--- src/rtl/ffwr_ctrl_pkg.sv ---
// Shared dual-clock FIFO definitions: depth, Gray/binary pointer conversion
// and the overflow counter width, common to the wrclk and rdclk controllers.
package ffwr_ctrl_pkg;

    localparam int PTR_MAXW = 32;
    localparam int OVFCNT_W = 8;

    function automatic int depth_of(input int addrbit);
        return 1 << addrbit;
    endfunction

    // Callers zero-extend narrower pointers and truncate the result.
    function automatic logic [PTR_MAXW-1:0] bin2gray(input logic [PTR_MAXW-1:0] b);
        return b ^ (b >> 1);
    endfunction

    function automatic logic [PTR_MAXW-1:0] gray2bin(input logic [PTR_MAXW-1:0] g);
        logic [PTR_MAXW-1:0] b;
        b[PTR_MAXW-1] = g[PTR_MAXW-1];
        for (int i = PTR_MAXW-2; i >= 0; i--) begin
            b[i] = b[i+1] ^ g[i];
        end
        return b;
    endfunction

endpackage

--- src/rtl/ffwr_ctrl_sync.sv ---
// Parameterized-width 2-flop synchronizer, async active-low reset to 0.
// Latency: 2 wrclk edges; no backpressure.
module ffsync2 #(
    parameter int W = 1
) (
    input  logic         wrclk,
    input  logic         rst_,
    input  logic [W-1:0] d,
    output logic [W-1:0] q
);

    logic [W-1:0] q1;

    always_ff @(posedge wrclk or negedge rst_) begin
        if (!rst_) begin
            q1 <= '0;
            q  <= '0;
        end else begin
            q1 <= d;
            q  <= q1;
        end
    end

endmodule

--- src/rtl/ffwr_ctrl.sv ---
// Write-side controller of a dual-clock FIFO: pointer, full/afull/level, overflow count.
// Latency: write accepted at edge N visible after edge N; read pointer seen 3 edges later.
// Backpressure: wren is suppressed while full or flushing; dropped requests are counted.
module ffwr_ctrl
    import ffwr_ctrl_pkg::*;
#(
    parameter int ADDRBIT  = 4,
    parameter int AFULL_TH = 12
) (
    input  logic                  wrclk,
    input  logic                  rst_,
    input  logic                  wrreq,
    input  logic [ADDRBIT:0]      rdptr_gray,
    input  logic                  flush,
    input  logic                  ovfclr,
    output logic                  wren,
    output logic [ADDRBIT-1:0]    wraddr,
    output logic [ADDRBIT:0]      wrptr_gray,
    output logic                  full,
    output logic                  afull,
    output logic [ADDRBIT:0]      wrlevel,
    output logic                  ovf,
    output logic [OVFCNT_W-1:0]   ovfcnt
);

    localparam int PW    = ADDRBIT + 1;
    localparam int DEPTH = depth_of(ADDRBIT);
    localparam logic [OVFCNT_W-1:0] OVF_MAX = '1;

    logic [PW-1:0] wbin;
    logic [PW-1:0] wbin_next;
    logic [PW-1:0] rq2;
    logic [PW-1:0] rbin_s;
    logic [PW-1:0] lvl_next;
    logic          drop;

    ffsync2 #(.W(PW)) u_rdptr_sync (
        .wrclk (wrclk),
        .rst_  (rst_),
        .d     (rdptr_gray),
        .q     (rq2)
    );

    assign rbin_s    = PW'(gray2bin(PTR_MAXW'(rq2)));
    assign wren      = wrreq & ~full & ~flush;
    assign drop      = wrreq & full & ~flush;
    assign wbin_next = wbin + PW'(wren);
    assign lvl_next  = wbin_next - rbin_s;
    assign wraddr    = wbin[ADDRBIT-1:0];

    // A corrupt (too-far-ahead) read pointer yields lvl_next > DEPTH, which keeps full set.
    always_ff @(posedge wrclk or negedge rst_) begin
        if (!rst_) begin
            wbin       <= '0;
            wrptr_gray <= '0;
            wrlevel    <= '0;
            full       <= 1'b0;
            afull      <= 1'b0;
            ovf        <= 1'b0;
        end else if (flush) begin
            wbin       <= rbin_s;
            wrptr_gray <= rq2;
            wrlevel    <= '0;
            full       <= 1'b0;
            afull      <= 1'b0;
            ovf        <= 1'b0;
        end else begin
            wbin       <= wbin_next;
            wrptr_gray <= PW'(bin2gray(PTR_MAXW'(wbin_next)));
            wrlevel    <= lvl_next;
            full       <= int'(lvl_next) >= DEPTH;
            afull      <= int'(lvl_next) >= AFULL_TH;
            ovf        <= drop;
        end
    end

    // Clear is applied before the same-cycle drop is counted.
    always_ff @(posedge wrclk or negedge rst_) begin
        if (!rst_) begin
            ovfcnt <= '0;
        end else if (ovfclr) begin
            ovfcnt <= OVFCNT_W'(drop);
        end else if (drop && ovfcnt != OVF_MAX) begin
            ovfcnt <= ovfcnt + 1'b1;
        end
    end

endmodule

--- config.mk ---
export PLATFORM = sky130hd
export DESIGN_NAME = ffwr_ctrl
export DESIGN_NICKNAME = d
export VERILOG_FILES = /design/src/rtl/ffwr_ctrl_pkg.sv /design/src/rtl/ffwr_ctrl_sync.sv /design/src/rtl/ffwr_ctrl.sv
export SDC_FILE = /design/constraint.sdc
export NUM_CORES = 1
export LEC_CHECK = 0
export BUFFER_PORTS_ARGS = -buffer_cell sky130_fd_sc_hd__buf_2
export CAP_MARGIN = 20
export CORE_ASPECT_RATIO = 1.2
export CORE_MARGIN = 5
export CORE_UTILIZATION = 53
export DETAILED_ROUTE_END_ITERATION = 8
export PLACE_DENSITY = 0.78
export SYNTH_ARGS = -nofsm -noshare
export SYNTH_HDL_FRONTEND = slang
export SYNTH_SLANG_ARGS = --single-unit
--- constraint.sdc ---
create_clock -name wrclk -period 3.8 [get_ports wrclk]
set_input_delay 0.38 -clock wrclk [delete_from_list [all_inputs] [get_ports wrclk]]
set_output_delay 0.38 -clock wrclk [all_outputs]
set_load 0.01 [all_outputs]
==> flow_metrics.env <==
export IMPL_fin_setup_tns_ps=0
export IMPL_synth_compound_area_share_pct=10.1
export IMPL_synth_cell_types=38
export IMPL_grt_pass1_wl_um=5490
export IMPL_total_power_mw=0.999
export IMPL_pwr_share_seq_pct=45.0
export IMPL_row_count=22
export IMPL_synthAdderAreaFrac_pct=4.49
export IMPL_vdd_drop_max_uv=345
export IMPL_num_vias=1179
export IMPL_avgSynthCellArea_um2=11.0
export IMPL_antenna_found_initial=0
export IMPL_critPathKind="register to register"
export IMPL_clock_sinks=34
export IMPL_min_period_ps=2950
export IMPL_gp_congestion=0.857
export IMPL_fp_dieW_um=60.8
export IMPL_clk_pin_slew_ps=100
export IMPL_dr_pass1_iters=4
export IMPL_grt_total_usage_pct=16.7
export IMPL_postCtsSetupBuffers=0
export IMPL_ys_flop_type="dfrtp_1"
export IMPL_ctsHtreeMaxLevel=2
export IMPL_whs_ps=96.5
export IMPL_async_flop_share_pct=100
export IMPL_worst_path_max_fanout=6
export IMPL_io_pins=36
export IMPL_muxShareOfSynthArea_pct=2.51
export IMPL_synth_top_area_share_pct=51.8
export IMPL_fmax_mhz=339
export IMPL_cts_resized=0
export IMPL_clock_root_buffer="clkbuf_4"
export IMPL_yosysMostFrequentCell="dfrtp_1"
export IMPL_start_util_pct=54.3
export IMPL_ys_warn_count=0
export IMPL_synth_area_leaders="dfrtp_1 (52%), xnor2_1 (7.5%), ha_1 (3.8%)"
export IMPL_synthSimpleGateAreaFrac_pct=12.9
export IMPL_cts_buffers=5
export IMPL_netlist_instances=150
export IMPL_switching_share_pct=33.4
export IMPL_first_iter_violations=15
export IMPL_cts_buffer_depth=2
export IMPL_max_cap_violations=0
export IMPL_syn_num_nets=165
export IMPL_period_share_pct=77.6
export IMPL_ant_nets=0
export IMPL_viasPerCell=5.31
export IMPL_grt_setup_unrepaired="no"
export IMPL_start_kind="register"
export IMPL_outcome="finished, final reports clean"
export IMPL_clkPwrFrac_pct=20.7
export IMPL_grt_pass1_vias=1241
export IMPL_finalSetupViolCount=0
export IMPL_ys_top_cells_by_count="dfrtp_1 (34), nand2_1 (14), xnor2_1 (14)"
export IMPL_arrival_ps=3180
export IMPL_required_ps=4030
export IMPL_drive_gt1_share_pct=25.8
export IMPL_pwr_share_comb_pct=34.4
export IMPL_finClkSkew_ps=8.62
export IMPL_placeableCoreArea_um2=3030
export IMPL_synth_edf_count=0
export IMPL_cp_end_kind="register"
export IMPL_synthXorXnorAreaFrac_pct=15.3
export IMPL_dieArea_um2=4320
export IMPL_drv_slew=0
export IMPL_clk_latency_ps=330
export IMPL_synth_top_family_by_area="XOR/XNOR gates"
export IMPL_die_y_um=71.0
export IMPL_tightest_slew_ps=720
export IMPL_fillers=256
export IMPL_power_internal_mw=0.666
export IMPL_dp_hpwl_um=2350
export IMPL_power_switching_mw=0.334
export IMPL_antenna_cells=0
export IMPL_power_density_nw_per_um2=527
export IMPL_min_path_type="input pin to asynchronous set/reset pin"
export IMPL_grt_max_degree=35
export IMPL_cts_hold_buf=0
export IMPL_grt_overflow=0
export IMPL_yosysTopAreaCell="dfrtp_1"
export IMPL_portBuffers=35
export IMPL_cts_tree="yes"
export IMPL_final_net_count=200
export IMPL_finalHoldViolations=0
export IMPL_ys_ff_latch=34
export IMPL_reg2reg_depth=11
export IMPL_slew_headroom_pct=52.0
export IMPL_routedWlPerCell_um=13.7
export IMPL_syn_area_um2=1640
export IMPL_p_leak_nw=0.924
export IMPL_seq_area_frac_synth_pct=51.8
export IMPL_drc=0
export IMPL_routed_wl_um=3050
export IMPL_area_growth_pct=15.4
path summary, 6_finish.rpt:
kind / startpoint / endpoint / slack (ps)
worst min register to register: u_rdptr_sync.q1[4]$_DFF_PN0_ / u_rdptr_sync.q[4]$_DFF_PN0_ / 360
min in group wrclk: rdptr_gray[2] / u_rdptr_sync.q1[2]$_DFF_PN0_ / 150
max in group asynchronous: rst_ / wbin[3]$_DFF_PN0_ / 3250
worst max-delay path: u_rdptr_sync.q[4]$_DFF_PN0_ / afull$_DFF_PN0_ / 850
worst min-delay path: rst_ / wbin[0]$_DFF_PN0_ / 100
worst max register to register: u_rdptr_sync.q[4]$_DFF_PN0_ / afull$_DFF_PN0_ / 850
per-layer routing:
metal	GRT usage (%)	up-vias	part of all wire, %
met4	6.75	0	2.4
met1	19.3	561	39
met2	27.8	28	53
met3	5.66	9	5.0
li1	-	581	-
met5	0	-	0
cells in the final DEF, fill, tap and decap left out, drive strengths merged, types with 2 or more instances in the layout:
cell type / synthesis / routed
o211ai: 2 / 2
nor2b: 3 / 3
o21ai: 9 / 9
clkbuf: 5 / 6
xor2: 6 / 6
xnor3: 3 / 3
ha: 5 / 5
nand4: 2 / 2
nand3: 4 / 4
a21o: 2 / 2
dfrtp: 34 / 34
nor3: 2 / 2
a21oi: 7 / 7
buf: 2 / 35
nand2: 14 / 14
nor2: 13 / 13
mux2i: 3 / 3
inv: 5 / 5
xnor2: 14 / 14
power by group through the flow:
stage	combinational [mW]	clock, mW	sequential, mW
global placement	0.341	0	0.455
detailed placement	0.349	0	0.458
global route	0.388	0.233	0.456
CTS	0.350	0.218	0.451
floorplan	0.218	0	0.481
finish	0.343	0.207	0.449
flip-flops by register name, summed over array words and instances (netlist names):
name,flops
full,1
u_rdptr_sync.q,5
wrlevel,4
ovf,1
afull,1
wrptr_gray,4
ovfcnt,8
wbin,5
u_rdptr_sync.q1,5
cell families (layout without fill, tap and decap cells):
kind of cell	count (synthesis)	in the layout
XOR/XNOR	23	23
AO/OA/AOI/OAI	26	26
adder cells (fa/ha/maj)	6	6
buffers and inverters	12	48
AND/OR/NAND/NOR	45	45
flip-flops	34	34
multiplexers	4	4
worst max-delay path, stage by stage, from the launching register on:
cell and delay [ps]:
dfrtp_1 420, xnor3_2 510, xnor2_1 360, xnor2_1 150, ha_1 230, inv_1 70
ha_1 210, a21o_1 120, a21oi_1 60, o32a_1 320, a311o_1 330, o311ai_1 80
per-stage QoR:
stage / util [%] / setup WS [ps] / instance area, um2 / cells
after floorplan: - / 611 / 1640 / 150
after CTS: 62.7 / 841 / 1900 / 222
final: 62.7 / 850 / 1900 / 222
after global placement: 60.6 / 883 / 1830 / 214
after global routing: 62.7 / 582 / 1900 / 222
after detailed placement: 60.6 / 772 / 1830 / 214
cell type report:
type,count,area (um2),area share (%)
sequential,34,851,44.8
multi-input combinational,104,744,39.2
timing repair buffer,35,175,9.23
clock buffer,6,51.3,2.70
tap,36,45.0,2.37
inverter,5,18.8,0.989
clock inverter,2,12.5,0.659
No activity file was read; power rests on OpenSTA's default activity.
